===== config.mk =====
export PLATFORM = sky130hd
export DESIGN_NAME = branch_predictor
export DESIGN_NICKNAME = d
export VERILOG_FILES = /design/src/rtl/branch_predictor.sv
export SDC_FILE = /design/constraint.sdc
export NUM_CORES = 1
export LEC_CHECK = 0
export BUFFER_PORTS_ARGS = -buffer_cell sky130_fd_sc_hd__buf_2
export CAP_MARGIN = 10
export CELL_PAD_IN_SITES_DETAIL_PLACEMENT = 0
export CELL_PAD_IN_SITES_GLOBAL_PLACEMENT = 1
export CORE_MARGIN = 3
export CORE_UTILIZATION = 54
export DETAILED_ROUTE_END_ITERATION = 10
export GPL_TIMING_DRIVEN = 0
export PLACE_DENSITY = 0.91
export REMOVE_ABC_BUFFERS = 1
export SETUP_SLACK_MARGIN = 0.1
export SYNTH_ARGS = -nofsm -noshare
export SYNTH_HDL_FRONTEND = slang
export SYNTH_SLANG_ARGS = --single-unit

===== constraint.sdc =====
create_clock -name clk -period 5.7 [get_ports clk]
set_input_delay 0 -clock clk [delete_from_list [all_inputs] [get_ports clk]]
set_output_delay 0 -clock clk [all_outputs]
set_load 0.03 [all_outputs]

===== src/rtl/branch_predictor.sv =====
// ---------------------------------------------------------------------------
// branch_predictor
//
// Dynamic branch predictor for the 5-stage MIPS pipeline. A direct-mapped
// branch target buffer (BTB) with 2-bit saturating counters predicts the
// next PC during fetch. The prediction travels with the instruction into ID,
// where it is checked against the resolved branch condition. A wrong guess
// raises Mispredict_id with the correct next PC, and the table is trained.
//
// Ports
//   clk            rising-edge clock
//   reset          synchronous, active-high
//   PC_if          PC of the instruction being fetched
//   PredTaken_if   fetch prediction: BTB hit and counter MSB set
//   PredTarget_if  predicted next PC (stored target or PC_if+4)
//   Stall          hazard unit holds IF/ID (no evaluation, no update)
//   IF_flush       IF/ID flush; clears the carried prediction
//   Branch_id      instruction in ID is a conditional branch
//   Z              resolved branch condition in ID (1 = taken)
//   PC_id          PC of the instruction in ID
//   BranchAddr_id  computed branch target in ID
//   Mispredict_id  prediction carried with the ID instruction was wrong
//   RedirectPC_id  correct next PC when Mispredict_id = 1
// ---------------------------------------------------------------------------
module branch_predictor #(
   parameter int ENTRIES = 16
) (
   input  logic        clk,
   input  logic        reset,
   input  logic [31:0] PC_if,
   output logic        PredTaken_if,
   output logic [31:0] PredTarget_if,
   input  logic        Stall,
   input  logic        IF_flush,
   input  logic        Branch_id,
   input  logic        Z,
   input  logic [31:0] PC_id,
   input  logic [31:0] BranchAddr_id,
   output logic        Mispredict_id,
   output logic [31:0] RedirectPC_id
);

   localparam int IDX   = $clog2(ENTRIES);
   localparam int TAG_W = 30 - IDX;

   // BTB storage
   logic             valid_q  [ENTRIES];
   logic [TAG_W-1:0] tag_q    [ENTRIES];
   logic [31:0]      target_q [ENTRIES];
   logic [1:0]       ctr_q    [ENTRIES];

   // Saturating 2-bit counter step: 11 stays on taken, 00 stays on not-taken.
   function automatic logic [1:0] ctr_next(input logic [1:0] c, input logic up);
      logic [1:0] r;
      r = c;
      if (up && c != 2'b11)
         r = c + 2'd1;
      else if (!up && c != 2'b00)
         r = c - 2'd1;
      return r;
   endfunction

   // ---- IF stage (p0): combinational lookup --------------------------------
   logic [IDX-1:0]   idx_p0;
   logic [TAG_W-1:0] tag_p0;
   logic             hit_p0;
   logic [31:0]      seq_pc_p0;

   assign idx_p0    = PC_if[IDX+1:2];
   assign tag_p0    = PC_if[31:IDX+2];
   assign hit_p0    = valid_q[idx_p0] && (tag_q[idx_p0] == tag_p0);
   assign seq_pc_p0 = PC_if + 32'd4;

   // Output is forced low while reset is held so PC-select never follows a
   // stale entry during the reset cycle.
   assign PredTaken_if  = hit_p0 && ctr_q[idx_p0][1] && !reset;
   assign PredTarget_if = PredTaken_if ? target_q[idx_p0] : seq_pc_p0;

   // ---- IF/ID boundary (p1): prediction carried with the instruction --------
   logic        pred_taken_p1;
   logic [31:0] pred_target_p1;

   always_ff @(posedge clk) begin
      if (reset || IF_flush) begin
         pred_taken_p1  <= 1'b0;
         pred_target_p1 <= 32'd0;
      end else if (!Stall) begin
         pred_taken_p1  <= PredTaken_if;
         pred_target_p1 <= PredTarget_if;
      end
   end

   // ---- ID stage (p1): check against resolved outcome ----------------------
   logic [IDX-1:0]   idx_p1;
   logic [TAG_W-1:0] tag_p1;
   logic             hit_p1;
   logic [31:0]      seq_pc_p1;
   logic             wrong_p1;

   assign idx_p1    = PC_id[IDX+1:2];
   assign tag_p1    = PC_id[31:IDX+2];
   // Hit is re-evaluated against the current table, not carried from IF.
   assign hit_p1    = valid_q[idx_p1] && (tag_q[idx_p1] == tag_p1);
   assign seq_pc_p1 = PC_id + 32'd4;

   always_comb begin
      wrong_p1 = 1'b0;
      if (Branch_id)
         wrong_p1 = (Z != pred_taken_p1) ||
                    (Z && (pred_target_p1 != BranchAddr_id));
      else
         // Non-branch predicted taken: aliased or stale BTB entry.
         wrong_p1 = pred_taken_p1;
   end

   // While stalled Z may not be forwarded yet, so no verdict is given.
   assign Mispredict_id = wrong_p1 && !Stall && !reset;
   assign RedirectPC_id = (Branch_id && Z) ? BranchAddr_id : seq_pc_p1;

   // ---- ID/EX boundary: table training, written on the edge ending ID ------
   // IF reads in the same cycle see the pre-update contents.
   always_ff @(posedge clk) begin
      if (reset) begin
         for (int i = 0; i < ENTRIES; i++) begin
            valid_q[i] <= 1'b0;
            ctr_q[i]   <= 2'b01;
         end
      end else if (!Stall) begin
         if (Branch_id) begin
            if (hit_p1) begin
               ctr_q[idx_p1] <= ctr_next(ctr_q[idx_p1], Z);
            end else if (Z) begin
               valid_q[idx_p1] <= 1'b1;
               ctr_q[idx_p1]   <= 2'b10;
            end
         end else if (pred_taken_p1) begin
            valid_q[idx_p1] <= 1'b0;
         end
      end
   end

   // Tag and target carry no reset; they are meaningless while valid is low.
   // On a hit the tag already matches, so rewriting it is harmless.
   always_ff @(posedge clk) begin
      if (!Stall && Branch_id && Z) begin
         tag_q[idx_p1]    <= tag_p1;
         target_q[idx_p1] <= BranchAddr_id;
      end
   end

   // Byte-offset bits are never part of index or tag.
   logic unused_pc_bits;
   assign unused_pc_bits = ^{PC_if[1:0], PC_id[1:0]};

endmodule


==> metrics list <==
* Crit end category: flop
- The die covers 0.0906 mm2.
- Sequential element share of the synthesized area: 0.638
* Final number of max-transition violations: 0
- Entering global routing, the biggest net connects 104 pins.
- Final setup violation count: 0
- Antenna violations before repair: 14
- Origin of the critical flop-to-flop path: tag_q[9][15]
- Unrepaired setup endpoints after global routing: no
- Ports placed on the boundary: 168
* Max frequency: about 190 MHz
* Via count: 29,308
- Synth Cell Area: 0.0470 mm2
* Worst Path Required: around 6.3 ns
* Switching share of power: 0.238
- The first TritonRoute pass finished after 7 iterations.
* Share of the clock period used by the worst path: 0.916
* Layout area overhead: 14.9%
- Number of sinks on the clock net: 1,009
* P_leak: 0.0177 uW
- By startpoint and endpoint, the worst setup path is classified as input port to flop.
* Number of maximum-capacitance violations: 0
- DIE WIDTH: 301 um
* Relative max-transition margin: 0.124
- Biggest area consumer among synthesized cells: edfxtp_1
- Final non-filler cell area: ~0.054 mm2
* Internal: 12,500 uW
- Worst-Skew Late Latency: 0.69 ns
- In this run the mean area of a mapped cell was around 18 um2.
- Of the total power, registers draw 0.503.
* Share of flip-flops with an asynchronous set or reset after synthesis: 0
- Power per Cell Area: 303 mW/mm2
- For flop-to-flop paths, the worst setup slack is about 1.4 ns.
- Final hold violation count: 0
* Number of synthesized flops with an enable pin: 976
- Vias in the first global route: 29,560
* Tightest Hold Check Type: input port to flop
* Gp weighted congestion: just over 0.9
- The design draws 16,300 uW.
- The initial utilization of the core area, before any placement, comes to 0.549.
- Via density: 7.04
- The worst setup path is launched from an input port.
- Sink of the worst hold path: pred_target_p1[28]
- The share of synthesized area in the top cell type comes to 0.623.
* Total number of nets in the final design: 3,037
- In this run the cell area measured after placement is approximately 0.05 mm2.
- STA puts the critical path data arrival time at around 5.8 ns.
- R2r endpoint: ctr_q[0][1]
* Cell Rows: ~110
- H-Tree Level Count: 3
* Post-layout minimum cycle time: 5.22 ns
- Hold path start: PC_if[28]
* Outcome: finished clean
* Cell count of the worst reg-to-reg path: 8
- For the pin with the worst max-slew slack, the measured transition is 1.30 ns.
- Worst hold margin: 0.0317 ns
- Post-route ant nets: 0
- TritonCTS built the clock tree.
- Global-route wire length before repair: 206 mm
- For this run the aggregate overflow at the end of global routing stands at 0.
- Measured on the finished design, the core utilization comes to 0.630.
* Remaining routing DRC violations: 0
- Port buffering added 167 buffers.
- Leading cell types by total area after synthesis: edfxtp_1 (62%), mux4_2 (17%), mux2i_1 (2.2%)
- CTS root buffer: clkbuf_16
- IR analysis of the VDD net gives a maximum drop of 0.247 mV.
* Total number of yosys warnings: 0
- Post-CTS clock slew at the launch and capture registers of the worst setup and hold paths: ~0.06 ns
- In this run the standard cell core region covers 0.0857 mm2.
- Max Clock Skew: 0.0295 ns
- Hold Path Stages: 3
* Cell with the most instances after synthesis: edfxtp_1
* Gate Count Post-Synth: around 2,700
- Buffers from clock root to sink, at most: 3
- Among all flip-flop cells after synthesis, the most frequent one is edfxtp_1.
- The share of total power dissipated in combinational logic is 0.095.
- Post-synthesis sequential element count: 1,009
* Clock group share of total power: 0.402
- Synth cell types: 85
- Net switching power: 3890 uW
* Initial DRC Count: between 4,000 and 5,000
- Gr usage total: 0.316
- Hpwl dp: 94.3 mm
* Top fanout value on the critical path: 58
* Die extent in y: 301 um
- Number of setup buffers added after CTS: 0
- Average wire per standard cell: 34.5 um
- Of the cells placed in the final design, the portion with a size suffix greater than 1 is 0.277.
- The commonest cells after synthesis are edfxtp_1 (976), mux4_2 (353), nand2_1 (171).
* Detailed-route wire length: 143 mm
- Number of buffers created by CTS: 99
==> cells by family after synthesis <==
group	Yosys count	synth area share
XOR/XNOR	123	0.0231
buffers and inverters	234	0.0275
flip-flops	1009	0.638
adder cells (fa/ha/maj)	7	0.00186
AO/OA/AOI/OAI	309	0.0506
multiplexers	514	0.208
AND/OR/NAND/NOR	486	0.0516
==> cells in the final DEF, fill, tap and decap left out, drive strengths merged, types with 7 or more instances in the layout <==
| cell | count |
|---|---|
| and3 | 38 |
| dlygate4sd3 | 88 |
| dfxtp | 33 |
| nor3 | 40 |
| a22o | 13 |
| a211oi | 20 |
| a221o | 17 |
| a22oi | 24 |
| o2bb2ai | 8 |
| clkbuf | 121 |
| o211ai | 22 |
| bufinv | 9 |
| nand2 | 172 |
| mux2i | 103 |
| a21oi | 17 |
| inv | 58 |
| nor4 | 15 |
| edfxtp | 976 |
| nor2 | 100 |
| a21o | 20 |
| buf | 237 |
| clkinv | 48 |
| mux2 | 49 |
| ha | 7 |
| xnor2 | 74 |
| xor2 | 49 |
| and4 | 9 |
| nand2b | 7 |
| o21ai | 61 |
| mux4 | 362 |
| o22ai | 17 |
| nor2b | 13 |
| nand3 | 34 |
| nand4 | 28 |
| a311o | 25 |
| a221oi | 15 |
==> cell type report <==
| cell class | instances | area [um2] |
|---|---|---|
| diodes | 5 | 12.5 |
| clock buffers | 120 | 2590 |
| clock inverters | 67 | 679 |
| fillers | 5724 | 31700 |
| inverters | 53 | 201 |
| multi-input cells | 1439 | 15900 |
| flip-flops and latches | 1009 | 30000 |
| well taps | 1144 | 1430 |
| repair buffers | 326 | 3220 |
==> power by group through the flow <==
| stage | clock (uW) | sequential (uW) | combinational, uW |
|---|---|---|---|
| 6_report | 6570 | 8220 | 1550 |
| 4_1_cts | 6600 | 8220 | 1510 |
| 2_1_floorplan | 0 | 8370 | 737 |
| 3_3_place_gp | 0 | 8380 | 1490 |
| 3_5_place_dp | 0 | 8380 | 1450 |
| 5_1_grt | 6890 | 8220 | 1610 |
==> sequential cells by signal, indices dropped and copies added, names as in the netlist <==
name            flops
target_q          512
tag_q             416
ctr_q              32
pred_target_p1     32
valid_q            16
pred_taken_p1       1
==> worst max path at each step <==
stage | from | to | slack [ns] | cells after the start
global route | PC_if[2] | PredTarget_if[9] | 0.19 | 14
finish | PC_if[2] | pred_target_p1[31] | 0.48 | 14
detailed placement | PC_if[2] | pred_target_p1[8] | 0.73 | 11
CTS | PC_if[2] | PredTarget_if[9] | 0.28 | 14
floorplan | PC_if[5] | PredTarget_if[14] | 0.71 | 8
global placement | PC_if[2] | PredTarget_if[4] | -6.15 | 9
==> through the flow <==
| step | std cells | setup TNS, ns | setup WS [ns] |
|---|---|---|---|
| finish | 4163 | 0 | 0.481 |
| global route | 4160 | 0 | 0.188 |
| CTS | 4156 | 0 | 0.283 |
| detailed placement | 3881 | 0 | 0.732 |
| global placement | 3812 | -5375.63 | -6.15 |
| floorplan | 2501 | 0 | 0.708 |
==> metal layers <==
layer	part of all wire	global-route usage	routed length, um
met5	0.00050	0	72
met2	0.48	0.507	68700
met1	0.34	0.407	48600
met3	0.13	0.0858	18800
met4	0.050	0.143	7240
==> critical path, stage by stage <==
cell and delay [ns]:
dlygate4sd3_1 0.58, buf_8 0.40, buf_16 0.29, buf_16 0.37, nor2b_1 0.67, a22o_1 0.28, nor4_1 0.09, nor4_1 0.67
or3b_1 0.48, a2111o_1 0.67, buf_16 0.29, o211ai_1 0.19, o211ai_1 0.10, dlygate4sd3_1 0.58
==> repair_timing <==
action | 4_1_cts | 5_1_grt
hold buffers | 88 | 0
endpoints found under the setup margin | 0 | 27
hold endpoints to repair | 950 | 0
resized for setup | 0 | 1
Power figures use the tool's default switching activity.
